File: src/rtl/calc_entry_engine.sv
// calc_entry_engine: consumer side of the keypad decoder. Turns held key
// levels into one-shot events, builds two decimal operands, and evaluates
// add/sub/mul in a single cycle or divide with a 14-step restoring divider.
//
// Key interface semantics: numPressed/optPressed/submit are levels held for
// as long as the key is down; num/opt are only meaningful while their
// pressed flag is high. A key produces exactly one event, on the cycle its
// level is first seen high after being low. Releasing a key produces no event.
module calc_entry_engine #(
  parameter int DIGITS = 4,
  parameter int VMAX   = 9999
) (
  input  logic        clk,
  input  logic        reset,
  input  logic [3:0]  num,
  input  logic        numPressed,
  input  logic [2:0]  opt,
  input  logic        optPressed,
  input  logic        submit,
  output logic [13:0] value,
  output logic [2:0]  opCode,
  output logic [2:0]  digitCount,
  output logic        resultValid,
  output logic        busy,
  output logic        error,
  output logic [2:0]  dbg_state
);

  typedef enum logic [2:0] {
    ST_ENTER_A = 3'd0,
    ST_ENTER_B = 3'd1,
    ST_DIVIDE  = 3'd2,
    ST_DONE    = 3'd3,
    ST_ERROR   = 3'd4
  } state_t;

  localparam logic [2:0]  OP_NONE  = 3'd0;
  localparam logic [2:0]  OP_ADD   = 3'd1;
  localparam logic [2:0]  OP_SUB   = 3'd2;
  localparam logic [2:0]  OP_MUL   = 3'd3;
  localparam logic [2:0]  OP_DIV   = 3'd4;
  localparam logic [2:0]  OP_CLEAR = 3'd5;
  localparam logic [3:0]  DIV_LAST = 4'd13;  // 14 iterations, one per operand bit
  localparam logic [14:0] VMAX15   = 15'(VMAX);
  localparam logic [26:0] VMAX27   = 27'(VMAX);
  localparam logic [2:0]  DIGITS3  = 3'(DIGITS);

  // ---------------------------------------------------------------------
  // Registers
  // ---------------------------------------------------------------------
  state_t      state_q, state_d;
  logic [13:0] a_q, a_d;
  logic [13:0] b_q, b_d;
  logic [13:0] result_q, result_d;
  logic [2:0]  op_q, op_d;
  logic [2:0]  count_q, count_d;
  logic [13:0] div_rem_q, div_rem_d;
  logic [13:0] div_quo_q, div_quo_d;
  logic [3:0]  div_cnt_q, div_cnt_d;
  // Input pipeline bit layout: {submit, optPressed, opt[2:0], numPressed, num[3:0]}
  logic [9:0]  in_s1_q, in_s1_d;
  logic [9:0]  in_s2_q, in_s2_d;

  // Two-stage input capture: s1 is the sampled level, s2 its previous value
  always_comb begin
    in_s1_d = {submit, optPressed, opt, numPressed, num};
    in_s2_d = in_s1_q;
  end

  // ---------------------------------------------------------------------
  // Event detection and priority (clear > submit > operator > digit)
  // ---------------------------------------------------------------------
  logic [3:0] num_s1;
  logic [2:0] opt_s1;
  logic       num_rise, opt_rise, sub_rise;
  logic       op_code_ok;
  logic       clr_evt, sub_evt, op_evt, dig_evt;

  // Rising-edge events from the s1/s2 pair, then priority resolution
  always_comb begin
    num_s1     = in_s1_q[3:0];
    opt_s1     = in_s1_q[7:5];
    num_rise   = in_s1_q[4] & ~in_s2_q[4];
    opt_rise   = in_s1_q[8] & ~in_s2_q[8];
    sub_rise   = in_s1_q[9] & ~in_s2_q[9];
    op_code_ok = (opt_s1 >= OP_ADD) && (opt_s1 <= OP_DIV);
    clr_evt    = opt_rise && (opt_s1 == OP_CLEAR);
    sub_evt    = sub_rise && !clr_evt;
    op_evt     = opt_rise && op_code_ok && !sub_rise;
    dig_evt    = num_rise && !clr_evt && !sub_rise && !(opt_rise && op_code_ok);
  end

  // ---------------------------------------------------------------------
  // Datapath helpers
  // ---------------------------------------------------------------------
  logic [13:0] a_acc, b_acc;
  logic [14:0] sum;
  logic [13:0] diff;
  logic [26:0] prod;
  logic [14:0] rem_shift;
  logic [13:0] quo_shift;
  logic [13:0] rem_next, quo_next;

  // Decimal accumulate, one-cycle arithmetic and one restoring divide step
  always_comb begin
    a_acc     = 14'((a_q << 3) + (a_q << 1) + {10'd0, num_s1});
    b_acc     = 14'((b_q << 3) + (b_q << 1) + {10'd0, num_s1});
    sum       = {1'b0, a_q} + {1'b0, b_q};
    diff      = a_q - b_q;
    prod      = 27'(a_q) * 27'(b_q);
    rem_shift = {div_rem_q, div_quo_q[13]};
    quo_shift = {div_quo_q[12:0], 1'b0};
    if (rem_shift >= {1'b0, b_q}) begin
      rem_next = 14'(rem_shift - {1'b0, b_q});
      quo_next = quo_shift | 14'd1;
    end else begin
      rem_next = rem_shift[13:0];
      quo_next = quo_shift;
    end
  end

  // ---------------------------------------------------------------------
  // FSM: state register
  // ---------------------------------------------------------------------
  // All state and datapath flops, asynchronously cleared
  always_ff @(posedge clk or negedge reset) begin
    if (!reset) begin
      state_q   <= ST_ENTER_A;
      a_q       <= '0;
      b_q       <= '0;
      result_q  <= '0;
      op_q      <= OP_NONE;
      count_q   <= '0;
      div_rem_q <= '0;
      div_quo_q <= '0;
      div_cnt_q <= '0;
      in_s1_q   <= '0;
      in_s2_q   <= '0;
    end else begin
      state_q   <= state_d;
      a_q       <= a_d;
      b_q       <= b_d;
      result_q  <= result_d;
      op_q      <= op_d;
      count_q   <= count_d;
      div_rem_q <= div_rem_d;
      div_quo_q <= div_quo_d;
      div_cnt_q <= div_cnt_d;
      in_s1_q   <= in_s1_d;
      in_s2_q   <= in_s2_d;
    end
  end

  // ---------------------------------------------------------------------
  // FSM: next-state and datapath update
  // ---------------------------------------------------------------------
  // Clear overrides everything; otherwise each state reacts to its events
  always_comb begin
    state_d   = state_q;
    a_d       = a_q;
    b_d       = b_q;
    result_d  = result_q;
    op_d      = op_q;
    count_d   = count_q;
    div_rem_d = div_rem_q;
    div_quo_d = div_quo_q;
    div_cnt_d = div_cnt_q;

    if (clr_evt) begin
      state_d   = ST_ENTER_A;
      a_d       = '0;
      b_d       = '0;
      count_d   = '0;
      op_d      = OP_NONE;
      div_cnt_d = '0;
    end else begin
      case (state_q)
        ST_ENTER_A: begin
          if (sub_evt) begin
            result_d = a_q;
            state_d  = ST_DONE;
          end else if (op_evt) begin
            op_d    = opt_s1;
            b_d     = '0;
            count_d = '0;
            state_d = ST_ENTER_B;
          end else if (dig_evt && (count_q < DIGITS3)) begin
            a_d     = a_acc;
            count_d = count_q + 3'd1;
          end
        end

        ST_ENTER_B: begin
          if (sub_evt) begin
            case (op_q)
              OP_ADD: begin
                if (sum > VMAX15) state_d = ST_ERROR;
                else begin
                  result_d = sum[13:0];
                  state_d  = ST_DONE;
                end
              end
              OP_SUB: begin
                if (a_q < b_q) state_d = ST_ERROR;
                else begin
                  result_d = diff;
                  state_d  = ST_DONE;
                end
              end
              OP_MUL: begin
                if (prod > VMAX27) state_d = ST_ERROR;
                else begin
                  result_d = prod[13:0];
                  state_d  = ST_DONE;
                end
              end
              OP_DIV: begin
                if (b_q == '0) state_d = ST_ERROR;
                else begin
                  div_rem_d = '0;
                  div_quo_d = a_q;
                  div_cnt_d = '0;
                  state_d   = ST_DIVIDE;
                end
              end
              default: state_d = ST_ERROR;
            endcase
          end else if (op_evt) begin
            // Operator may be changed only before any digit of B is typed
            if (count_q == '0) op_d = opt_s1;
          end else if (dig_evt && (count_q < DIGITS3)) begin
            b_d     = b_acc;
            count_d = count_q + 3'd1;
          end
        end

        ST_DIVIDE: begin
          div_rem_d = rem_next;
          div_quo_d = quo_next;
          div_cnt_d = div_cnt_q + 4'd1;
          if (div_cnt_q == DIV_LAST) begin
            result_d = quo_next;
            state_d  = ST_DONE;
          end
        end

        ST_DONE: begin
          if (op_evt) begin
            // Chain: previous result becomes the left operand
            a_d     = result_q;
            b_d     = '0;
            count_d = '0;
            op_d    = opt_s1;
            state_d = ST_ENTER_B;
          end else if (dig_evt) begin
            a_d     = {10'd0, num_s1};
            count_d = 3'd1;
            op_d    = OP_NONE;
            state_d = ST_ENTER_A;
          end
        end

        ST_ERROR: ;

        default: state_d = ST_ENTER_A;
      endcase
    end
  end

  // ---------------------------------------------------------------------
  // FSM: outputs
  // ---------------------------------------------------------------------
  // Display value and status flags decoded from the current state
  always_comb begin
    value       = '0;
    resultValid = 1'b0;
    busy        = 1'b0;
    error       = 1'b0;
    case (state_q)
      ST_ENTER_A: value = a_q;
      ST_ENTER_B: value = b_q;
      ST_DONE: begin
        value       = result_q;
        resultValid = 1'b1;
      end
      ST_DIVIDE: busy  = 1'b1;
      ST_ERROR:  error = 1'b1;
      default:   value = '0;
    endcase
    opCode     = op_q;
    digitCount = count_q;
    dbg_state  = state_q;
  end

endmodule

File: config.mk
export PLATFORM = sky130hd
export DESIGN_NAME = calc_entry_engine
export DESIGN_NICKNAME = d
export VERILOG_FILES = /design/src/rtl/calc_entry_engine.sv
export SDC_FILE = /design/constraint.sdc
export NUM_CORES = 1
export LEC_CHECK = 0
export BUFFER_PORTS_ARGS = -buffer_cell sky130_fd_sc_hd__buf_4
export CAP_MARGIN = 20
export CORE_MARGIN = 2
export CORE_UTILIZATION = 55
export CTS_CLUSTER_SIZE = 28
export DETAILED_ROUTE_END_ITERATION = 12
export MAX_ROUTING_LAYER = met4
export PLACE_DENSITY = 0.72
export SLEW_MARGIN = 20
export SYNTH_ARGS = -nofsm -noshare
export SYNTH_HDL_FRONTEND = slang
export SYNTH_SLANG_ARGS = --single-unit
export TNS_END_PERCENT = 30
File: constraint.sdc
create_clock -name clk -period 7.4 [get_ports clk]
set_input_delay 1.11 -clock clk [delete_from_list [all_inputs] [get_ports clk]]
set_output_delay 1.11 -clock clk [all_outputs]
set_load 0.1 [all_outputs]
# Yosys cells after proc, flatten, opt, wreduce, memory -nomap -nowiden
# Index checks and enable logic that the tools add are counted.
# totals
elab_cells	169
mem_bits_rw	0
mem_bits_ro	0
memories	0
regBits	103
output_inout_bits	26
latch_bits	0
in_bits	12
# classes
reduce_logical	28
add_sub_neg	9
shift	0
magnitude_cmp	7
mux	71
n_eq_ne	35
div	0
bitwise_logic	7
n_mul	1
# ops
operator	n
2-to-1 mux 14 bit	25
one-hot mux 14 bit (3 select lines)	4
one-hot mux 14 bit (2 select lines)	3
2-to-1 mux 3 bit	26
inequality test 3 bit, second input constant	15
adder 14 bit	2
adder 14 x 4 -> 14 bit	2
subtractor 14 bit	2
greater-than comparator 27 x 14 -> 1 bit, second input constant	1
multiplier 14 x 14 -> 27 bit	1
AND reduction 5 bit	5
one-hot mux 3 bit (3 select lines)	2
2-to-1 mux 4 bit	4
adder 14 x 14 -> 15 bit	1
greater-or-equal comparator 15 x 14 -> 1 bit	1
greater-than comparator 15 x 14 -> 1 bit, second input constant	1
one-hot mux 3 bit (5 select lines)	1
logical NOT 14 bit	1
< comparator 14 bit	1
equality test 3 x 2 -> 1 bit, second input constant	4
one-hot mux 3 bit (4 select lines)	1
inequality test 2 bit, second input constant	5
equality test 3 bit, second input constant	3
logical AND 1 bit	9
other kinds (23)	38

# Longest topological paths before layout
# logic_depth
ltp_word	13
depth_mapped	27
ltp_nobuf	24

# Worst setup path before layout
# No wires, ideal clock.
# synth_path
kind	flip-flop to flip-flop
startpoint	reg a_q[1]
endpoint	reg result_q[0]
t_required_ns	7.275
t_arrival_ns	6.578
path_buffers	2
setup_slack_ns	0.698
stages_incl_launch_ff	24
setup_time_ns	0.125
path_cell_list	dfrtp_1 > clkbuf_1 > nand2_1 > fa_1 > fa_1 > inv_1 > fa_1 > fa_1 > fa_1 > inv_1 > fa_1 > inv_1 > ha_1 > clkbuf_1 > a21o_1 > a211oi_1 > a21boi_0 > a31oi_1 > mux2i_1 > nand4_1 > nor4_2 > and4_4 > a21o_4 > mux2_2
# synth_between
elab_chain_len	4
elab_cells_between_ends	9
cone_classes	add/sub: 1; mul: 1; order compare: 3; eq/ne: 3; reduce/logical: 1
# synth_lines
element	line	source
from (decl)	52	logic [13:0] a_q, a_d;
from (signal assigned)	129	a_q <= '0;
from (signal assigned)	141	a_q <= a_d;
multiplier 14 x 14 -> 27 bit / adder 14 x 14 -> 15 bit (equally long branches)	110, 108	
greater-than comparator 27 x 14 -> 1 bit / greater-than comparator 15 x 14 -> 1 bit (equally long branches)	211, 197	
inequality test 3 bit (no line)	n/a	
AND reduction 9 bit (no line) *	n/a	
to (signal assigned)	143	result_q <= result_d;
to (decl)	54	logic [13:0] result_q, result_d;
# Mark *: on every way between the ends. The rest lies on a longest branch, timed or not.
# A chain may end at the register's enable or synchronous reset.

# Final worst setup path
# layout_path
startpoint	reg a_q[4]
endpoint	reg result_q[12]
# layout_between
elab_chain_len	5
elab_cells_between_ends	16
cone_classes	add/sub: 2; mul: 1; order compare: 3; eq/ne: 3; mux: 6; reduce/logical: 1
# layout_lines
element
parallel branches: the longest is 5 deep, another holds multiplier 14 x 14 -> 27 bit
# Parallel ways; which one is timed is not known. The select of a mux whose other input is x is not followed.

==> metrics.yaml <==
relSlewSlack_pct: 38.0
synthXorXnorAreaFrac_pct: 3.82
synth_common_cells: "nand2_1 (232), inv_1 (231), ha_1 (178), fa_1 (147), nor2_1 (135)"
synth_compound_area_share_pct: 16.8
yosys.area.top_type_share_pct: 19.4
syn-num-nets: 2167
holdBufCountCts: 0
yosys-mux-area-fraction_pct: 2.73
globalplace.congestion: 0.985
worst_setup_path_end_kind: "flip-flop"
clk_path_buf_depth: 2
reg2reg_to: "result_q[12]"
drt_wl_total_um: 45700
cts_tree: "done"
crit_path_max_fanout: 16
final_cells: 2192
synth_edf_count: 0
final_util_pct: 60.1
hold_viol_final: 0
post-route-cell-area_um2: 16200
post-route-period-util_pct: 95.0
start_kind: "flip-flop"
numCtsBuffers: 9
syn_to_final_growth_pct: 7.30
clk_pin_slew_ps: 70
power.density_nw_per_um2: 395
grt_max_degree: 51
postSynthAreaPerCell_um2: 8.27
vias_per_cell: 6.16
netlist_instances: 1830
p_leak_nw: 8.21
r2r_start: "a_q[4]"
clock-sinks: 96
period_needed_ps: 7030
synth_area_leader_cell: "fa_1"
r2r_slack_ps: 370
yosysMostFrequentCell: "nand2_1"
synthSimpleGateAreaFrac_pct: 18.1
antenna_found_initial: 1
grt_pass1_vias: 12953
crit_arrival_ps: 7280
gr-total-overflow: 0
cp.required_ps: 7650
yosysWarningCount: 0
start_util_pct: 56.0
drtIter0Drc: 1399
die_y_um: 170
numPortBuffers: 37
tightest_slew_ps: 922
insertion_delay_ps: 360
post_cts_buffers: 0
synth_area_leaders: "fa_1 (19%), dfrtp_1 (16%), ha_1 (15%)"
ctsHtreeMaxLevel: 3
clock_skew_ps: 6.30
wl_per_cell_um: 20.9
row_count: 60
grt_pass1_wl_um: 71800
die_w_um: 170
dp_hpwl_um: 36300
grt_usage_pct: 33.4
cap_violations: 0
io_pins: 38
setup.worst_path.start: "a_q[4]"
fmax_mhz: 142
path_class: "flip-flop to flip-flop"
dr_total_vias: 13495
status: "complete, no violations"
cts_root_buf: "clkbuf_16"
first_pass_iters: 8
synthAdderAreaFrac_pct: 34.1
worst_ir_drop_vdd_mv: 0.303
slew_viol_final: 0
dieArea_um2: 28900
core_um2: 27000
place_area_um2: 15900
ys_seq_elements: 96
setup_viol: 0
yosys_most_used_dff: "dfrtp_1"
yosysSeqAreaShare_pct: 15.9
placed_cells: 2175
synth_top_family_by_area: "adder cells"
async_flop_share_pct: 100
ff2ff_path_depth: 22
postCtsResizedCells: 0
ant_nets: 0
fin_nets: 2182
finalSetupTns_ps: 0
synth_area_um2: 15100
endpoint: "result_q[12]"
route.detailed.drc: 0
drive_gt1_share_pct: 7.35
hp-class: "flip-flop to flip-flop"
synth.distinct_cells: 83
rsz0062_at_grt: "no"
## cells in the final DEF (no fill, tap or decap), types with 8 or more instances in the layout
master,Yosys,routed
clkbuf_16,0,9
xor2_1,18,18
nand4_1,12,12
a21boi_0,8,8
nand3_1,26,26
a211oi_1,12,12
nor2_1,135,135
nor2b_1,16,16
or3_1,9,9
a21o_1,21,21
and3_1,9,9
o31ai_1,15,15
inv_1,231,231
xnor2_1,48,48
dfrtp_1,96,96
a22oi_1,13,13
a21oi_1,83,82
o211ai_1,18,18
fa_1,147,147
o21ai_0,107,106
nand2b_1,9,9
mux2i_1,39,39
o41ai_1,8,8
and2_1,82,82
buf_4,0,97
nand2_1,232,232
nor3_1,33,33
a31oi_1,12,12
nor4_1,9,9
ha_1,178,178
## kinds of logic after synthesis
kind of cell / after synthesis
adders and majority gates: 325
and+or+nand+nor: 591
AOI/OAI and AO/OA: 380
xor gates and xnor gates: 66
buffers and inverters: 331
muxes: 41
DFF: 96
## routing by layer
| layer | GRT usage (%) | share of wire (%) | routed length (µm) |
|---|---|---|---|
| met1 | 46.1 | 42 | 19300 |
| met2 | 49.2 | 44 | 20300 |
| met3 | 7.51 | 10 | 4730 |
| met4 | 10.4 | 3.1 | 1410 |
| met5 | - | 0 | 0 |
## state kept, by name, summed over array words and instances, names as in the netlist
| signal | flops |
|---|---|
| result_q | 14 |
| div_rem_q | 14 |
| in_s2_q | 3 |
| in_s1_q | 10 |
| div_quo_q | 14 |
| dbg_state | 3 |
| div_cnt_q | 4 |
| a_q | 14 |
| opCode | 3 |
| digitCount | 3 |
| b_q | 14 |
## area by class of cell
cell class / count / area [µm²]
clock buffer: 10 / 239
fill: 2431 / 10800
tap: 341 / 427
inverter: 238 / 893
sequential: 96 / 2400
antenna: 1 / 2.50
multi-input combinational: 1403 / 11500
clock inverter: 6 / 90.1
timing repair buffer: 97 / 728
## where the power goes
part	total, W	switching [W]	internal (W)
clock	0.000533	0.000225	0.000308
sequential	0.00100	0.000291	0.000713
combinational	0.00488	0.00317	0.00171
total	0.00641	0.00369	0.00273
## worst min path at each step
stage          startpoint    endpoint  slack [ps]  cells after the start
2_1_floorplan  in_s1_q[8]  in_s2_q[8]         350                      0
3_3_place_gp   in_s1_q[8]  in_s2_q[8]         360                      0
3_5_place_dp   in_s1_q[8]  in_s2_q[8]         370                      0
4_1_cts        in_s1_q[8]  in_s2_q[8]         390                      0
5_1_grt        in_s1_q[8]  in_s2_q[8]         390                      0
6_report       in_s1_q[8]  in_s2_q[8]         380                      0
## critical path: stages (launching register included)
cell,delay [ps]
dfrtp_1,600
ha_1,380
fa_1,500
inv_1,50
fa_1,480
inv_1,60
fa_1,450
ha_1,300
fa_1,480
inv_1,50
fa_1,470
inv_1,40
ha_1,340
and4_1,240
a211oi_2,260
nand2_2,120
xnor2_1,360
a2111oi_0,150
o31a_1,340
nor4_2,310
and4_4,340
a21o_4,230
mux2_2,350
## per-stage QoR
stage / total power [W] / hold slack (ps) / worst slack (ps)
floorplan: 0.00444 / 347 / 698
global placement: 0.00569 / 356 / 546
detailed placement: 0.00576 / 369 / 416
CTS: 0.00632 / 386 / 403
global route: 0.00688 / 394 / 99.5
finish: 0.00641 / 382 / 372
Note: power is estimated with default switching activity, not from simulation.
